--- config.mk ---
export PLATFORM = sky130hd
export DESIGN_NAME = ftq
export DESIGN_NICKNAME = d
export VERILOG_FILES = /design/src/rtl/core_config.sv /design/src/rtl/frontend_types.sv /design/src/rtl/ftq.sv
export SDC_FILE = /design/constraint.sdc
export NUM_CORES = 1
export LEC_CHECK = 0
export ABC_AREA = 0
export CAP_MARGIN = 25
export CORE_MARGIN = 10
export CORE_UTILIZATION = 47
export DETAILED_ROUTE_END_ITERATION = 10
export DONT_BUFFER_PORTS = 1
export GPL_ROUTABILITY_DRIVEN = 0
export HOLD_SLACK_MARGIN = 0.12
export PLACE_DENSITY = 0.72
export SLEW_MARGIN = 20
export SYNTH_ARGS = -nofsm -noshare
export SYNTH_HDL_FRONTEND = slang
export SYNTH_SLANG_ARGS = --single-unit
--- constraint.sdc ---
create_clock -name clk -period 9.42 [get_ports clk]
set_input_delay 1.413 -clock clk [delete_from_list [all_inputs] [get_ports clk]]
set_output_delay 1.413 -clock clk [all_outputs]
set_load 0.005 [all_outputs]
--- src/rtl/core_config.sv ---
// Core-wide sizing constants shared by the frontend blocks.
package core_config;
    localparam int FRONTEND_FTQ_SIZE = 8;
    localparam int COMMIT_WIDTH      = 2;
endpackage

--- src/rtl/frontend_types.sv ---
// Types exchanged between the branch predictor, the fetch target queue and the fetch unit.
package frontend_types;
    import core_config::*;

    typedef struct packed {
        logic        valid;
        logic [31:0] start_pc;
        logic [2:0]  length;
        logic        predicted_taken;
    } ftq_block_t;

    typedef struct packed {
        logic        valid;
        logic [31:0] start_pc;
        logic        predicted_taken;
    } ftq_commit_t;

    typedef logic [$clog2(FRONTEND_FTQ_SIZE):0] ftq_ptr_t;
endpackage

--- src/rtl/ftq.sv ---
// Fetch target queue: buffers predicted fetch blocks, issues them in order to fetch,
// retires on backend commit and rolls back to a flushing block.
module ftq
    import frontend_types::*;
#(
    parameter int SIZE         = core_config::FRONTEND_FTQ_SIZE,
    parameter int COMMIT_WIDTH = core_config::COMMIT_WIDTH
) (
    input  logic                                clk,
    input  logic                                rst,
    input  ftq_block_t                          bpu_i,
    output logic                                bpu_ready_o,
    output ftq_block_t                          ifu_o,
    output logic [$clog2(SIZE)-1:0]             ifu_ftq_id_o,
    input  logic                                ifu_accept_i,
    input  logic [COMMIT_WIDTH-1:0]             backend_commit_block_i,
    input  logic                                backend_flush_i,
    input  logic [$clog2(SIZE)-1:0]             backend_flush_ftq_id_i,
    output ftq_commit_t [COMMIT_WIDTH-1:0]      commit_o,
    output logic [$clog2(SIZE):0]               occupancy_o,
    output logic                                flush_err_o
);
    localparam int IW = $clog2(SIZE);
    localparam int PW = IW + 1;

    logic [PW-1:0] bpu_ptr_q, bpu_ptr_d;
    logic [PW-1:0] ifu_ptr_q, ifu_ptr_d;
    logic [PW-1:0] comm_ptr_q, comm_ptr_d;
    logic          flush_err_q, flush_err_d;
    ftq_block_t    mem_q [SIZE];

    logic [PW-1:0] occ, issued, pop, n_commit;
    logic [IW-1:0] flush_d;
    logic          full, flush_legal, enq, iss;

    always_comb begin
        occ         = bpu_ptr_q - comm_ptr_q;
        issued      = ifu_ptr_q - comm_ptr_q;
        full        = (occ == PW'(SIZE));
        pop         = '0;
        for (int i = 0; i < COMMIT_WIDTH; i++)
            pop = pop + PW'(backend_commit_block_i[i]);
        // Only blocks already handed to fetch may retire.
        n_commit    = (pop > issued) ? issued : pop;
        flush_d     = backend_flush_ftq_id_i - comm_ptr_q[IW-1:0];
        flush_legal = ({1'b0, flush_d} < issued);
        enq         = bpu_i.valid & ~full & ~backend_flush_i;
        iss         = ifu_o.valid & ifu_accept_i;
    end

    always_comb begin
        bpu_ptr_d   = bpu_ptr_q;
        ifu_ptr_d   = ifu_ptr_q;
        comm_ptr_d  = comm_ptr_q + n_commit;
        flush_err_d = flush_err_q;
        if (backend_flush_i) begin
            // Roll back just behind the flushing block, measured from pre-commit comm_ptr.
            if (flush_legal) begin
                bpu_ptr_d = comm_ptr_q + {1'b0, flush_d} + PW'(1);
                ifu_ptr_d = comm_ptr_q + {1'b0, flush_d} + PW'(1);
            end else begin
                flush_err_d = 1'b1;
            end
        end else begin
            if (enq) bpu_ptr_d = bpu_ptr_q + PW'(1);
            if (iss) ifu_ptr_d = ifu_ptr_q + PW'(1);
        end
    end

    always_ff @(posedge clk or negedge rst) begin
        if (!rst) begin
            bpu_ptr_q   <= '0;
            ifu_ptr_q   <= '0;
            comm_ptr_q  <= '0;
            flush_err_q <= 1'b0;
        end else begin
            bpu_ptr_q   <= bpu_ptr_d;
            ifu_ptr_q   <= ifu_ptr_d;
            comm_ptr_q  <= comm_ptr_d;
            flush_err_q <= flush_err_d;
        end
    end

    // Entry contents need no reset; pointers alone define what is live.
    always_ff @(posedge clk) begin
        if (enq) mem_q[bpu_ptr_q[IW-1:0]] <= bpu_i;
    end

    always_comb begin
        ifu_o       = mem_q[ifu_ptr_q[IW-1:0]];
        ifu_o.valid = (ifu_ptr_q != bpu_ptr_q) & ~backend_flush_i;
        for (int k = 0; k < COMMIT_WIDTH; k++) begin
            commit_o[k].valid           = (PW'(k) < n_commit);
            commit_o[k].start_pc        = mem_q[comm_ptr_q[IW-1:0] + IW'(k)].start_pc;
            commit_o[k].predicted_taken = mem_q[comm_ptr_q[IW-1:0] + IW'(k)].predicted_taken;
        end
    end

    assign ifu_ftq_id_o = ifu_ptr_q[IW-1:0];
    assign bpu_ready_o  = ~full;
    assign occupancy_o  = occ;
    assign flush_err_o  = flush_err_q;
endmodule

==> results.json <==
{
  "detail_route.wl_per_cell_um": 27.96,
  "synth_top_area_share": 0.5350,
  "worstPathArrival_ps": 4520,
  "startpoint": "comm_ptr_q[0]",
  "synth_cell_types": 50,
  "grt_max_degree": 58,
  "cts_tree": "yes",
  "htree_num_levels": 2,
  "final_cells": 1424,
  "combPwrFrac": 0.510,
  "hold_ws_ps": 507.7,
  "clock_sinks": 301,
  "total_power_mw": 6.527,
  "synth-async-reset-ratio": 0.04319,
  "worst_pin_slew_ps": 1042,
  "intPower_mw": 4.052,
  "p_sw_mw": 2.474,
  "final_hold_viol_count": 0,
  "hold_class": "reg -> reg",
  "vias_per_cell": 6.296,
  "postCtsSetupBuffers": 0,
  "placedCellCount": 1361,
  "ios": 160,
  "cp-start-kind": "flop",
  "cts_buffers": 34,
  "cp-end-kind": "primary output",
  "final.setup.tns_ps": 0,
  "crit_required_ps": 8010,
  "critical_path_class": "reg -> out",
  "nNetsFinal": 1022,
  "cts_resized": 0,
  "synth_fp_nets": 1034,
  "core_sq_mm": 0.03370,
  "synth_xor_xnor_area_share": 0.008669,
  "layout-drive-gt1-share": 0.3453,
  "synth_compound_area_frac": 0.01339,
  "worstHoldStart": "flush_err_o",
  "synth_ff_type": "edfxtp_1",
  "area_growth_pct": 10.57,
  "grt_pass1_wl_mm": 59.95,
  "drv_cap": 0,
  "synth-simple-area-share": 0.06354,
  "max_stage_delay_ps": 820,
  "rsz0062_at_grt": "no",
  "num_antenna_cells": 0,
  "drt_wl_total_mm": 39.81,
  "seq_area_frac_synth": 0.5551,
  "syn_avg_cell_area_sq_um": 16.80,
  "status": "complete, no violations",
  "fp-row-count": 67,
  "period_needed_ps": 5932,
  "cts_hold_buf": 0,
  "drt_iter0_drc": 654,
  "slowest_stage": "dfrtp_4",
  "cp_top_family": "buffers and inverters",
  "setup_viol": 0,
  "die_w_um": 205.5,
  "synth_top_family_by_area": "multiplexers",
  "synth_area_leader_cell": "edfxtp_1",
  "fmax_mhz": 168.6,
  "antenna_found_initial": 0,
  "yosys_warnings": 0,
  "synthMuxAreaShare": 0.3125,
  "clock_latency_ps": 500,
  "period_share": 0.6297,
  "grt-ovfl-total": 0,
  "swShare": 0.3791,
  "drc": 0,
  "postRouteAntennaNets": 0,
  "drt_pass1_iterations": 4,
  "io_buffer_count": 0,
  "clock_power_share": 0.206,
  "die_y_um": 205.5,
  "clk_pin_slew_worst_paths_ps": 60,
  "cpMostUsedCell": "buf_4",
  "dpl.hpwl_mm": 24.28,
  "die-area_sq_mm": 0.04221,
  "clock-skew-final_ps": 17.98,
  "regToRegStartpoint": "comm_ptr_q[1]",
  "ir_drop_uv": 166.9,
  "leakagePower_nw": 6.010,
  "start_util": 0.4797,
  "groute.usage.overall": 0.1903,
  "synth_edf_count": 288,
  "crit_buf_inv": 2,
  "netlist_area_sq_mm": 0.01617,
  "yosys.area_share.adder": 0.02245,
  "root_buffer": "clkbuf_16",
  "finalMaxSlewViolations": 0,
  "first_global_vias": 9261,
  "crit_chain": "buf_4 -> ha_4 -> buf_4 -> mux4_2 -> mux2_2",
  "crit_fanout": 57,
  "seqPwrFrac": 0.284,
  "ys_ff_latch": 301,
  "relSlewSlack": 0.3040,
  "vias": 8965,
  "ys_top_cells_by_area": "edfxtp_1 53%, mux4_2 28%, nand2_1 4.9%, mux2_2 2.5%, dfrtp_1 2.0%",
  "cts.path.max_buffers": 3,
  "synth_cells": 962,
  "p_per_area_mw_per_mm2": 365.2
}
[cell type report]
cell class / instances / area [sq um]
clock buffer: 42 / 944.7
clock inverter: 20 / 216.5
fill: 2636 / 15830
inverter: 22 / 82.58
multi-input combinational: 568 / 6880
sequential: 301 / 8991
tap: 448 / 560.5
timing repair buffer: 23 / 197.7
[cells in the mapped netlist (2+ instances only)]
| library cell | count |
|---|---|
| ha_1 | 21 |
| xor2_1 | 10 |
| nor4_1 | 3 |
| xnor2_1 | 6 |
| nor3b_1 | 2 |
| edfxtp_1 | 288 |
| mux2_1 | 2 |
| buf_4 | 3 |
| nand3b_1 | 2 |
| buf_1 | 21 |
| buf_2 | 23 |
| nand3_1 | 6 |
| mux4_2 | 204 |
| nor3_1 | 3 |
| nor2_1 | 9 |
| o21a_1 | 2 |
| o221ai_1 | 2 |
| dfrtp_1 | 13 |
| mux2i_1 | 3 |
| o21ai_0 | 7 |
| a21oi_1 | 4 |
| nand2_1 | 213 |
| inv_1 | 20 |
| a21o_1 | 3 |
| or3_1 | 2 |
| nor2b_1 | 3 |
| clkbuf_1 | 24 |
| fa_1 | 5 |
| and2_1 | 2 |
| mux2_2 | 36 |
[final timing paths]
path	cells past startpoint	slack (ps)	end
hold / removal	1	510	flush_err_o
max in group asynchronous	0	8730	comm_ptr_q[0]
setup reg to reg	9	4620	mem_q[7][20]
min in group asynchronous	0	600	comm_ptr_q[2]
setup / recovery	5	3490	commit_o[62]
hold reg to reg	1	510	flush_err_o
[cells in the final DEF (no fill, tap or decap), drive strengths merged, types with 3 or more instances in the layout]
cell and instances:
nor4 3, edfxtp 288, mux2 38, clkinv 12, a21oi 4, nor2 9, inv 24, a21o 3
nor2b 3, xor2 10, fa 5, ha 21, clkbuf 42, or3 3, buf 23, nand2 213
o21ai 7, mux4 204, mux2i 3, nor3 3, nand3 6, bufinv 4, dfrtp 13, xnor2 6
[cell families after synthesis]
logic type | after synthesis
AO/OA/AOI/OAI | 28
XOR/XNOR | 16
adder cells (fa/ha/maj) | 26
buffers and inverters | 93
flip-flops | 301
multiplexers | 245
other | 1
AND/OR/NAND/NOR | 252
[power by group through the flow]
stage	logic, mW	clock network, mW	registers [mW]
final	3.33	1.34	1.85
after global routing	3.64	1.43	1.88
after CTS	3.40	1.36	1.86
after detailed placement	3.38	0	1.89
after global placement	3.36	0	1.88
after floorplan	2.70	0	1.72
[sequential cells by signal (all words and copies together) (netlist names)]
register / flops
mem_q: 288
comm_ptr_q: 4
ifu_ptr_q: 4
flush_err_o: 1
bpu_ptr_q: 4
[through the flow]
| step | worst slack [ps] | util | area (sq um) |
|---|---|---|---|
| 6_report | 3488 | 0.5304 | 17870 |
| 5_1_grt | 3087 | 0.5304 | 17870 |
| 4_1_cts | 3331 | 0.5298 | 17850 |
| 3_5_place_dp | 3887 | 0.4953 | 16690 |
| 3_3_place_gp | 3937 | 0.4947 | 16670 |
| 2_1_floorplan | 2730 | - | 16170 |
[routing by layer]
layer / track usage / part of all wire / up-vias
met2: 0.3295 / 0.52 / 316
met5: 0 / 0 / -
met4: 0.05146 / 0.021 / 0
met1: 0.2289 / 0.37 / 4763
met3: 0.05362 / 0.086 / 47
li1: - / - / 3839
[worst reg2reg max path: cells and delay by family, from the launching register on]
kind | cells | cell delay, ps
simple gates | 3 | 1160
compound gates | 2 | 600
flops | 1 | 840
fa+ha+maj | 1 | 380
buf+inv | 3 | 1470
Power figures use the tool's default switching activity.
